## src/rtl/multicycle_control.sv

```systemverilog
// multicycle_control: Moore-FSM main control for the multicycle MIPS datapath with memory handshake,
// stall hold and retired-instruction counter; define ILLEGAL_OP_TRAP_EN to trap unknown opcodes.
module multicycle_control #(
  parameter int ALUOP_W = 2,
  parameter int CNT_W = 32,
  parameter bit MEM_HS = 1'b1
) (
  input  logic               clk,
  input  logic               reset_n,
  input  logic [5:0]         opcode,
  input  logic               mem_ready,
  input  logic               stall,
  output logic               pcwrite,
  output logic               branch_eq,
  output logic               branch_ne,
  output logic               iord,
  output logic               memread,
  output logic               memwrite,
  output logic               irwrite,
  output logic               memtoreg,
  output logic               regdst,
  output logic               regwrite,
  output logic               alusrca,
  output logic [1:0]         alusrcb,
  output logic [ALUOP_W-1:0] aluop,
  output logic [1:0]         pcsrc,
  output logic               illegal,
  output logic [CNT_W-1:0]   instret,
  output logic [3:0]         state
);
  localparam bit TRAP_EN =
`ifdef ILLEGAL_OP_TRAP_EN
    1'b1;
`else
    1'b0;
`endif
  localparam logic [5:0] OP_R = 6'h00, OP_J = 6'h02, OP_BEQ = 6'h04, OP_BNE = 6'h05,
                         OP_ADDI = 6'h08, OP_LW = 6'h23, OP_SW = 6'h2b;
  typedef enum logic [3:0] {
    FETCH, DECODE, MEMADR, MEMRD, MEMWB, MEMWR, EXEC, ALUWB, ADDIEX, ADDIWB, BRANCH, JUMP, TRAP
  } state_e;
  typedef struct packed {
    logic pcwrite, branch_eq, branch_ne, iord, memread, memwrite, irwrite, memtoreg, regdst, regwrite, alusrca;
    logic [1:0] alusrcb, aluop, pcsrc;
    logic illegal;
  } ctl_t;
  state_e           state_q, state_d;
  ctl_t             ctl_q, ctl_d;
  logic [CNT_W-1:0] instret_q, instret_d;
  logic             rdy, go, fetch_wait, retire;
  // Control word for a state; the branch flavour is taken from the opcode seen on entry.
  function automatic ctl_t decode(state_e s, logic [5:0] op);
    ctl_t c;
    c = '0;
    case (s)
      FETCH:          begin c.memread = 1'b1; c.alusrcb = 2'b01; c.pcwrite = 1'b1; c.irwrite = 1'b1; end
      DECODE:         c.alusrcb = 2'b11;
      MEMADR, ADDIEX: begin c.alusrca = 1'b1; c.alusrcb = 2'b10; end
      MEMRD:          begin c.iord = 1'b1; c.memread = 1'b1; end
      MEMWB:          begin c.regwrite = 1'b1; c.memtoreg = 1'b1; end
      MEMWR:          begin c.iord = 1'b1; c.memwrite = 1'b1; end
      EXEC:           begin c.alusrca = 1'b1; c.aluop = 2'd2; end
      ALUWB:          begin c.regwrite = 1'b1; c.regdst = 1'b1; end
      ADDIWB:         c.regwrite = 1'b1;
      BRANCH:         begin c.alusrca = 1'b1; c.aluop = 2'd1; c.pcsrc = 2'b01;
                        c.branch_eq = op == OP_BEQ; c.branch_ne = op == OP_BNE; end
      JUMP:           begin c.pcwrite = 1'b1; c.pcsrc = 2'b10; end
      TRAP:           if (TRAP_EN) begin c.pcwrite = 1'b1; c.pcsrc = 2'b11; c.illegal = 1'b1; end
      default:        ;
    endcase
    return c;
  endfunction
  assign rdy = MEM_HS ? mem_ready : 1'b1;
  always_comb begin
    state_d = state_q;
    if (!stall)
      case (state_q)
        FETCH:   state_d = rdy ? DECODE : FETCH;
        DECODE:  state_d = (opcode == OP_LW || opcode == OP_SW) ? MEMADR :
                           opcode == OP_R ? EXEC :
                           opcode == OP_ADDI ? ADDIEX :
                           (opcode == OP_BEQ || opcode == OP_BNE) ? BRANCH :
                           opcode == OP_J ? JUMP :
                           TRAP_EN ? TRAP : FETCH;
        MEMADR:  state_d = opcode == OP_SW ? MEMWR : MEMRD;
        MEMRD:   state_d = rdy ? MEMWB : MEMRD;
        MEMWR:   state_d = rdy ? FETCH : MEMWR;
        EXEC:    state_d = ALUWB;
        ADDIEX:  state_d = ADDIWB;
        default: state_d = FETCH;
      endcase
    retire = state_d == FETCH && (state_q inside {MEMWB, MEMWR, ALUWB, ADDIWB, BRANCH, JUMP});
    instret_d = instret_q + CNT_W'(retire);
    ctl_d = decode(state_d, opcode);
  end
  always_ff @(posedge clk) begin
    if (!reset_n) begin
      state_q   <= FETCH;
      instret_q <= '0;
      ctl_q     <= decode(FETCH, opcode);
    end else begin
      state_q   <= state_d;
      instret_q <= instret_d;
      ctl_q     <= ctl_d;
    end
  end
  // Enables are qualified by reset, stall and, in FETCH, by the memory handshake.
  assign go         = reset_n & ~stall;
  assign fetch_wait = state_q == FETCH && !rdy;
  assign pcwrite    = go & ctl_q.pcwrite & ~fetch_wait;
  assign irwrite    = go & ctl_q.irwrite & ~fetch_wait;
  assign branch_eq  = go & ctl_q.branch_eq;
  assign branch_ne  = go & ctl_q.branch_ne;
  assign regwrite   = go & ctl_q.regwrite;
  assign memread    = go & ctl_q.memread;
  assign memwrite   = go & ctl_q.memwrite;
  assign iord       = reset_n & ctl_q.iord;
  assign memtoreg   = reset_n & ctl_q.memtoreg;
  assign regdst     = reset_n & ctl_q.regdst;
  assign alusrca    = reset_n & ctl_q.alusrca;
  assign alusrcb    = reset_n ? ctl_q.alusrcb : 2'b00;
  assign aluop      = reset_n ? ALUOP_W'(ctl_q.aluop) : '0;
  assign pcsrc      = reset_n ? ctl_q.pcsrc : 2'b00;
  assign illegal    = reset_n & ctl_q.illegal;
  assign instret    = reset_n ? instret_q : '0;
  assign state      = reset_n ? state_q : 4'd0;
endmodule

```

## config.mk

```make
export PLATFORM = sky130hd
export DESIGN_NAME = multicycle_control
export DESIGN_NICKNAME = d
export VERILOG_FILES = /design/src/rtl/multicycle_control.sv
export SDC_FILE = /design/constraint.sdc
export NUM_CORES = 1
export LEC_CHECK = 0
export ABC_AREA = 0
export BUFFER_PORTS_ARGS = -buffer_cell sky130_fd_sc_hd__buf_4
export CORE_UTILIZATION = 56
export DETAILED_ROUTE_END_ITERATION = 8
export PLACE_DENSITY = 0.83
export SYNTH_ARGS = -nofsm -noshare
export SYNTH_HDL_FRONTEND = slang
export SYNTH_SLANG_ARGS = --single-unit
```

## constraint.sdc

```tcl
create_clock -name clk -period 10.2 [get_ports clk]
set_input_delay 1.02 -clock clk [delete_from_list [all_inputs] [get_ports clk]]
set_output_delay 1.02 -clock clk [all_outputs]
set_load 0.005 [all_outputs]
```

# Word-level counts from Yosys, hierarchy flattened
# Index checks and enable logic that the tools add are counted.
# W data, S select, Z words.
# op_classes
n_addsub	1
eq_ne	28
muxes	28
bitwise	17
n_reduce_logical	16
# ops
op	count
$add A32 B1 Y32	1
$eq A4 B3 Y1 const B	8
$eq A4 B4 Y1 const B	8
$mux W32	1
$mux W4	7
$pmux W4 S7	1
$eq A4 B2 Y1 const B	4
$and A1 B1 Y1	15
$eq A6 B3 Y1 const B	2
$eq A6 B6 Y1 const B	2
$mux W1	10
$mux W3	3
$eq A4 B1 Y1 const B	2
$logic_not A4 Y1	2
$pmux W2 S2	2
$reduce_or A2 Y1	4
$eq A6 B2 Y1 const B	1
$eq A6 B4 Y1 const B	1
$logic_not A6 Y1	1
$mux W2	3
$pmux W2 S3	1
$reduce_bool A6 Y1	1
$reduce_or A4 Y1	1
$reduce_or A3 Y1	1
5 further kinds	8
# word_totals
ff_bits	54
inputBits	10
output_inout_bits	54
wordCells	107

# Longest topological paths before layout
# Gate-level depths: netlist of run 1.
# logic_depth
word_depth	11
mapped_depth	15
depth_no_buf	13

# Least setup slack after synthesis of run 1
# Ideal clock, no wire load.
# synth_timing
path_kind	input to register
start	input port opcode[4]
end	register instret_q[14]
setup_time_ns	0.128
t_arrival_ns	3.941
t_required_ns	10.072
setup_slack_ns	6.132
stages	14
path_buffers	1
path_cell_list	or4b_1 or3_4 o41a_4 and2_1 nand3_1 nor2_1 ha_1 ha_1 and2_1 clkbuf_1 nor2b_1 or3b_2 xor2_1 nor2_1
# synth_via
elab_chain_len	11
elab_cells_between_ends	20
cone_classes	1 x add/sub; 6 x eq/ne; 8 x mux; 5 x reduce/logical
# synth_rtl
element	line_no	rtl
start: declaration	10	input logic [5:0] opcode,
$eq A6 B2 Y1 / $eq A6 B3 Y1 (equally long branches)	83, 82	
$mux W4 / $logic_or A1 B1 Y1 (equally long branches)	83, 82	
$mux W4	82	(opcode == OP_BEQ || opcode == OP_BNE) ? BRANCH :
$mux W4	81	opcode == OP_ADDI ? ADDIEX :
$mux W4	80	opcode == OP_R ? EXEC :
$mux W4	79	DECODE: state_d = (opcode == OP_LW || opcode == OP_SW) ? MEMADR :
$pmux W4 S7 (*)	77	case (state_q)
$mux W4 (*)	76	if (!stall)
$logic_not A4 Y1 (*)	92	retire = state_d == FETCH && (state_q inside {MEMWB, MEMWR, ALUWB, ADDIWB, BRANCH, JUMP});
$logic_and A1 B1 Y1 (*)	92	
$add A32 B1 Y32 (*)	93	instret_d = instret_q + CNT_W'(retire);
end signal: assignment	103	instret_q <= instret_d;
end: declaration	49	logic [CNT_W-1:0] instret_q, instret_d;
# Every way passes the cells marked *; elsewhere a longest branch is shown, timed or not.
# A chain may end at the register's enable or synchronous reset.

# Worst setup path after layout of run 1
# layout_timing
start	input port opcode[5]
end	register instret_q[14]
# Same word-level chain as after synthesis.

==> results.md, run 1 <==
Timing:
- Setup repair after global routing left no endpoint under its margin.
- The final sum of negative setup slack is 0 ns.
- At the pin with the least slew margin, the transition time is 0.757 ns.
- The worst slew slack as a fraction of its limit is 0.490.
- The number of slew-limit violations in the final report is 0.
- The highest clock rate is 245 MHz.
- Setup slack on the critical path of the routed design comes to 6.12 ns.
- Dividing the final minimum period by the clock period gives 0.400.
- Setup violations remaining at the end of the flow were counted as 0.
- The worst clock skew is 0.00598 ns.
- The post-route worst hold slack is 0.509 ns.
- The final number of hold-violating endpoints is 0.
- The time the final worst path needs with I/O delays and setup is 4.08 ns.

GRT:
- The wire length of the first global-routing pass is 9.67 mm.
- The initial antenna violation count is 0.
- Entering global routing, the biggest net connects 55 pins.
- The leftover overflow at the end of global routing is 0.
- In the global route stage, overall resource usage came out at 0.232.
- The via count of the first global-routing pass is 2,155.

Yosys:
- The instance count of the mapped netlist is 335.
- The per-instance average area after synthesis is 8.25 µm².
- Synthesis instantiated 50 different standard cells from the library.
- Counting flops with a built-in enable in the synthesized netlist gives 0.
- After synthesis the cells add up to 2770 µm².
- Yosys attributes the largest share of cell area to sky130_fd_sc_hd__dfxtp_1, sky130_fd_sc_hd__and2_1, sky130_fd_sc_hd__xor2_1.
- When the netlist entered floorplanning its net count stood at 348.
- The share of the synthesized area in the top cell type is 0.376.
- For this run, the register share of the synthesized area comes to 0.376.
- The synthesized design spends more area on one cell type than any other, namely sky130_fd_sc_hd__dfxtp_1.
- For this run, the number of Yosys warnings is 0.
- The commonest register cell after synthesis is sky130_fd_sc_hd__dfxtp_1.
- The flip-flop and latch count after synthesis is 52.
- The share of synthesized flip-flops with an asynchronous set or reset is 0.

Finish:
- After routing the design area is 3360 µm².
- The top cell types in the final layout, fill and taps aside, are sky130_fd_sc_hd__buf_4, sky130_fd_sc_hd__and2_1, sky130_fd_sc_hd__dfxtp_1.
- The number of antenna diodes in the final layout is 0.
- In the final layout, the share of cells above drive strength 1 is 0.211.
- The most common library cell in the layout ignoring fill and taps is sky130_fd_sc_hd__buf_4.
- At the end of the flow, the number of nets in the layout was 400.
- Compared with the post-synthesis result, the final layout area differs by 21.4%.

CTS:
- The number of hold buffers added after cts is 0.
- The maximum clock path buffer count is 2.
- The number of buffers added by the clock tree synthesis step is 5.
- Counting every sink on the clock net gives 52.
- After clock tree synthesis, the clock-pin slew on the worst setup and hold paths is 0.09 ns.
- The later pin in the worst-skew pair is clocked with a latency of 0.30 ns.
- After clock tree synthesis, the setup repair step added 0 buffers.
- The post-cts sizing count is 0.
- The clock tree root buffer cell is sky130_fd_sc_hd__clkbuf_8.
- The clock tree synthesis step divided the H-tree into 2 levels.
- TritonCTS built the clock tree.

Min path:
- The kind of path behind the tightest hold check is reg -> reg.
- The end point of the most critical hold path is instret_q[30].
- The start point of the worst min-delay path is instret_q[30].
- Along the worst hold path, the cell count comes to 2.

Setup path:
- STA classifies the critical path endpoint as a flop.
- The launch point of the critical path is opcode[5].
- The worst register-to-register path begins at state_q[2].
- The start-to-end type of the worst setup path is in -> reg.
- Along the worst path, the maximum fanout reaches 8.
- The reg2reg setup slack is 6.33 ns.
- The path depth of the worst reg2reg path is 13.
- Data on the critical path arrives at its endpoint at 4.26 ns.
- The endpoint identified for the worst register-to-register timing path is instret_q[14].
- The sort of element at the start of the critical path is a primary input.
- For the worst setup path, the data required time is 10.39 ns.

Route:
- The detailed-route vias per instance is 5.45.
- In the final routed layout, each cell accounts on average for 12.5 µm.
- The first detailed-routing pass took 4 iterations.
- The via count of the routed design is 2,478.
- The final antenna-violating net count is 0.
- The post-route DRC violation count is 0.
- Summed over all layers, the routed wires come to 5.67 mm.
- The initial detailed-routing violation count is 143.

Die:
- The initial core utilization is 0.585.
- The core region is 4720 µm².
- The floorplan has 25 rows.
- The vertical die dimension is 72.3 µm.
- Pin placement for this block handled 64 I/O pins.
- The floorplan step set the die width to 72.3 µm.
- The die covers 5220 µm².

Power and ir drop:
- The worst-case IR drop observed on VDD is 0.0606 mV.
- The completed layout was analyzed and its total power is 0.371 mW.
- Dividing total power by cell area gives a power density of 110 nW/µm².
- For this design the static power due to leakage is 1.41 nW.

Placement:
- The minimum setup slack after placement is 5.83 ns.
- Routability-driven placement finished with a final weighted congestion of 0.902.
- The instance area at placement is 3250 µm².
- Detailed placement finished with a half-perimeter wire length of 3.99 mm.
- In this run the tool buffered the top-level ports with 62 buffer cells.

Job:
- The max-capacitance violation count is 0.

Outcome:
- The run finished with clean final reports.
[synth_stat cells (all sizes together) (2+ instances only)]
library cell / count
dfxtp: 52
buf: 3
and2: 55
and4: 3
o22ai: 2
xnor2: 7
nor4: 3
a22oi: 2
inv: 6
o221ai: 2
a211oi: 3
or3: 5
nand3: 16
xor2: 24
o21ai: 9
nand4: 11
nor2: 44
or4b: 2
a21oi: 3
clkbuf: 15
a311oi: 2
nor2b: 6
ha: 3
nand2: 21
nor3: 12
and3: 6
[worst max-delay path, cell delays in order]
cell                       delay [ns]
sky130_fd_sc_hd__buf_4           0.13
sky130_fd_sc_hd__and3_1          0.19
sky130_fd_sc_hd__a311oi_1        0.25
sky130_fd_sc_hd__nor4_1          0.11
sky130_fd_sc_hd__a311oi_2        0.57
sky130_fd_sc_hd__nand3_1         0.19
sky130_fd_sc_hd__nor2_1          0.18
sky130_fd_sc_hd__ha_1            0.19
sky130_fd_sc_hd__ha_1            0.20
sky130_fd_sc_hd__and2_1          0.28
sky130_fd_sc_hd__nor2b_1         0.29
sky130_fd_sc_hd__or3b_2          0.48
sky130_fd_sc_hd__xor2_1          0.14
sky130_fd_sc_hd__nor2_1          0.05
[final cells by class]
cell class | count | area (µm²)
timing repair buffer | 63 | 473
clock buffer | 5 | 68.8
tap | 67 | 83.8
inverter | 6 | 22.5
sequential | 52 | 1040
multi-input combinational | 259 | 1630
fill | 395 | 1370
clock inverter | 3 | 42.5
[registers in the layout, summed over array words and instances, names as in the netlist]
signal,flops
instret_q,32
ctl_q,16
state_q,4
[worst max-delay path by stage]
stage | to | slack [ns] | depth (start not counted)
after floorplan | instret_q[14] | 6.13 | 14
after global placement | instret_q[14] | 5.94 | 14
after detailed placement | instret_q[14] | 5.83 | 14
after CTS | instret_q[14] | 6.14 | 14
after global routing | instret_q[14] | 5.85 | 14
final | instret_q[14] | 6.12 | 14
[per-stage QoR]
stage | instances | utilization
final | 455 | 0.711
after global routing | 455 | 0.711
after CTS | 455 | 0.711
after detailed placement | 447 | 0.687
after global placement | 447 | 0.687
after floorplan | 335 | -
[metal layers]
layer  vias up  global-route usage  share of wire
li1       1248                   -              -
met1      1150               0.326           0.48
met2        72               0.359           0.46
met3         8              0.0500          0.046
met4         0              0.0610         0.0071
met5         -                   0              0
[cells by family (layout without fill, tap and decap cells)]
group,count (synthesis),count (layout),synth area share
other cells,1,1,0.00136
simple gates,189,189,0.373
fa+ha+maj,3,3,0.0136
mux,1,1,0.00362
flops,52,52,0.376
compound gates,34,34,0.0986
xor+xnor,31,31,0.0982
buf+inv,24,77,0.0353
[power by group]
part	switching [mW]	total, mW	internal [mW]
Clock	0.0666	0.139	0.0726
Combinational	0.0158	0.0258	0.00995
Sequential	0.00127	0.206	0.204
(Power assumes the default switching activity.)
==> run 2: changes to the inputs <==
--- a/config.mk
+++ b/config.mk
@@ -7,9 +7,9 @@
 export LEC_CHECK = 0
 export ABC_AREA = 0
 export BUFFER_PORTS_ARGS = -buffer_cell sky130_fd_sc_hd__buf_4
-export CORE_UTILIZATION = 56
+export CORE_UTILIZATION = 54
 export DETAILED_ROUTE_END_ITERATION = 8
-export PLACE_DENSITY = 0.83
+export PLACE_DENSITY = 0.8
 export SYNTH_ARGS = -nofsm -noshare
 export SYNTH_HDL_FRONTEND = slang
 export SYNTH_SLANG_ARGS = --single-unit
==> constraint.sdc (replaced) <==
create_clock -name clk -period 4.21 [get_ports clk]
set_input_delay 0.421 -clock clk [delete_from_list [all_inputs] [get_ports clk]]
set_output_delay 0.421 -clock clk [all_outputs]
set_load 0.005 [all_outputs]
==> results.md, run 2 (synthesis gave the netlist of run 1 again) <==
Outcome:
- The flow ran to the end, and the final reports show no timing, DRC or antenna violations.

Timing:
- On the final layout, the worst clock skew is 0.00475 ns.
- The final number of hold-violating endpoints is 0.
- The number of slew-limit violations in the final report is 0.
- Based on the critical path, the design can be clocked at up to 265 MHz.
- The time the final worst path needs with I/O delays and setup is 3.78 ns.
- Setup violations remaining at the end of the flow were counted as 0.
- Setup repair after global routing left no endpoint under its margin.
- At the pin with the least slew margin, the transition time is 0.743 ns.
- For the final routed database, the setup TNS stands at 0 ns.
- The worst slew slack as a fraction of its limit is 0.500.
- The share of the cycle needed by the critical path after routing is 0.897.

Die:
- The x dimension of the die is 73.6 µm.
- The initial core utilization is 0.574.
- The die covers 5410 µm².
- Row generation in the floorplan step produced 25 rows.
- The vertical die dimension is 73.6 µm.
- The standard cell core area is 4820 µm².
- Pin placement for this block handled 64 I/O pins.

Min path:
- The number of cells traversed by the worst hold path is 2.
- The kind of path behind the tightest hold check is in -> reg.
- In this run the most critical hold path is launched from opcode[4].
- The end point of the most critical hold path is ctl_q[15].

Setup path:
- The sort of element at the start of the critical path is a flop.
- The critical path is of the reg -> reg type.
- The worst flop-to-flop path startpoint is state_q[2].
- The largest fanout on the critical path is 13.
- For the worst setup path, the data arrival time is 3.96 ns.
- The worst setup path is captured at a flop.
- Setup slack on the worst reg-to-reg path comes out at 0.43 ns.
- STA puts the critical path data required time at 4.40 ns.
- Counting cells, the worst reg-to-reg path comes to 13.
- The end of the worst register-to-register path is instret_q[14].

Finish:
- The library cells used most frequently in the layout, excluding fill and tap cells, are sky130_fd_sc_hd__buf_4, sky130_fd_sc_hd__and2_1, sky130_fd_sc_hd__dfxtp_1.
- Leaving out fill and tap cells, the most frequent cell in the layout is sky130_fd_sc_hd__buf_4.
- The area growth from synthesis to layout is 21.6%.
- After the last flow step, the layout net total stands at 401.
- After filler insertion, the fill cell instance count of the layout stands at 405.
- The register with the most flip-flops in the layout has 32 of them.
- In the final layout, the share of cells above drive strength 1 is 0.213.
- The count of inserted antenna diode cells is 0.
- In the final layout, the registers with the most flip-flops are instret_q x32, ctl_q x16, state_q x4.
- Counting flops per register, the top entry is instret_q.

GRT:
- The leftover overflow at the end of global routing is 0.
- For this run, global-route usage on met3 was measured as 0.0521.
- In the global route stage, met2 resource usage came out at 0.365.
- The via count of the first global-routing pass came to 2,154.
- The wire length of the first global-routing pass is 9.91 mm.
- In the global route stage, overall resource usage came out at 0.235.
- The layer carrying the most global-route usage is met2.
- The initial antenna violation count was 0.
- The largest net degree at the start of global routing is 55.
- In the global route stage, met1 resource usage came out at 0.326.

Power and ir drop:
- In this run the static leakage power is 1.41 nW.
- Dividing total power by cell area gives a power density of 256 nW/µm².
- The total power of the final layout is 0.860 mW.
- The peak supply drop is 0.207 mV.

Route:
- The initial detailed-routing violation count is 131.
- The post-route DRC violation count is 0.
- Dividing the detail-routed wire length by the instance count gives 13.0 µm.
- Using the TritonRoute via totals, the vias-per-cell ratio works out to 5.39.
- The detailed-route wire length is 5.93 mm.
- The routed layout has 2,459 vias.
- The final antenna-violating net count is 0.
- The first detailed-routing pass ran for 4 iterations.

Placement:
- Once detailed placement completed, the half-perimeter wirelength came to 4.28 mm.
- The number of port buffers is 62.
- The routability congestion estimate is 0.894.

Job:
- The tool flagged a number of max-cap violations equal to 0.

CTS:
- Clock tree synthesis inserted a total of 5 buffers.
- For this design, the sink count on the clock tree is 52.
- The clock tree root buffer cell is sky130_fd_sc_hd__clkbuf_8.
- Counting along the longest clock path gives a buffer depth of 2.
- The clock tree from TritonCTS is yes.
- Hold repair after CTS inserted 0 buffers.
- The insertion delay to the later sink of the worst-skew pair is 0.30 ns.
- The CTS clock-pin slew for the worst setup and hold paths is 0.09 ns.
- The number of levels in the clock H-tree is 2.
[run 2: changes by cell type in the layout (fill, tap and decap cells not counted)]
cell	delta
sky130_fd_sc_hd__clkinv_2	-1
sky130_fd_sc_hd__buf_4	+1
sky130_fd_sc_hd__clkinvlp_4	+1
sky130_fd_sc_hd__clkbuf_8	+1
sky130_fd_sc_hd__a32oi_2	-1
sky130_fd_sc_hd__bufinv_16	-1
sky130_fd_sc_hd__a32oi_4	+1
[run 2: report_power, final]
group,internal (mW),total (mW),switching (mW)
Sequential,0.495,0.498,0.00297
Clock,0.133,0.297,0.164
Combinational,0.0243,0.0640,0.0397
Total,0.653,0.860,0.207
[run 2: worst max-delay path, cell delays in order, from the launching register on]
cell and delay (ns):
sky130_fd_sc_hd__dfxtp_1 0.58, sky130_fd_sc_hd__o21ai_0 0.19, sky130_fd_sc_hd__a21o_1 0.24, sky130_fd_sc_hd__a32oi_4 0.45, sky130_fd_sc_hd__and2_1 0.26, sky130_fd_sc_hd__nand3_1 0.11, sky130_fd_sc_hd__nor2_1 0.18, sky130_fd_sc_hd__ha_1 0.21
sky130_fd_sc_hd__ha_1 0.22, sky130_fd_sc_hd__and2_1 0.29, sky130_fd_sc_hd__nor2b_1 0.27, sky130_fd_sc_hd__or3b_2 0.48, sky130_fd_sc_hd__xor2_1 0.14, sky130_fd_sc_hd__nor2_1 0.05
[run 2: worst max path at each step]
stage | from | endpoint | slack, ns
finish | state_q[2] | instret_q[14] | 0.43
global route | state_q[0] | instret_q[14] | 0.12
CTS | state_q[0] | instret_q[14] | 0.37
detailed placement | state_q[0] | instret_q[14] | 0.38
global placement | opcode[4] | instret_q[14] | 0.58
floorplan | state_q[2] | instret_q[14] | 0.67
[run 2: final cells by class]
class / instances / area [µm²] / share of cell area
multi-input cells: 259 / 1640 / 0.487
repair buffers: 64 / 480 / 0.143
inverters: 6 / 22.5 / 0.00670
flip-flops and latches: 52 / 1040 / 0.310
well taps: 67 / 83.8 / 0.0249
clock buffers: 6 / 82.6 / 0.0246
clock inverters: 2 / 15.0 / 0.00446
[run 2: layer usage]
metal,vias up,share of wire
li1,1248,-
met1,1130,0.48
met2,75,0.46
met3,6,0.051
met4,0,0.011
met5,-,0
[run 2: timing repair]
action	in CTS	in global routing
setup endpoints to repair	0	1
buffers inserted	0	0
resized for setup	0	1
[run 2: through the flow]
stage          hold WS [ns]  utilization  worst slack, ns  area [µm²]  cells
2_1_floorplan         0.462            -            0.669        2770    335
3_3_place_gp          0.483        0.676            0.583        3250    448
3_5_place_dp          0.491        0.676            0.377        3250    448
4_1_cts               0.294        0.696            0.367        3350    456
5_1_grt               0.289        0.698            0.121        3360    456
6_report              0.304        0.698            0.435        3360    456
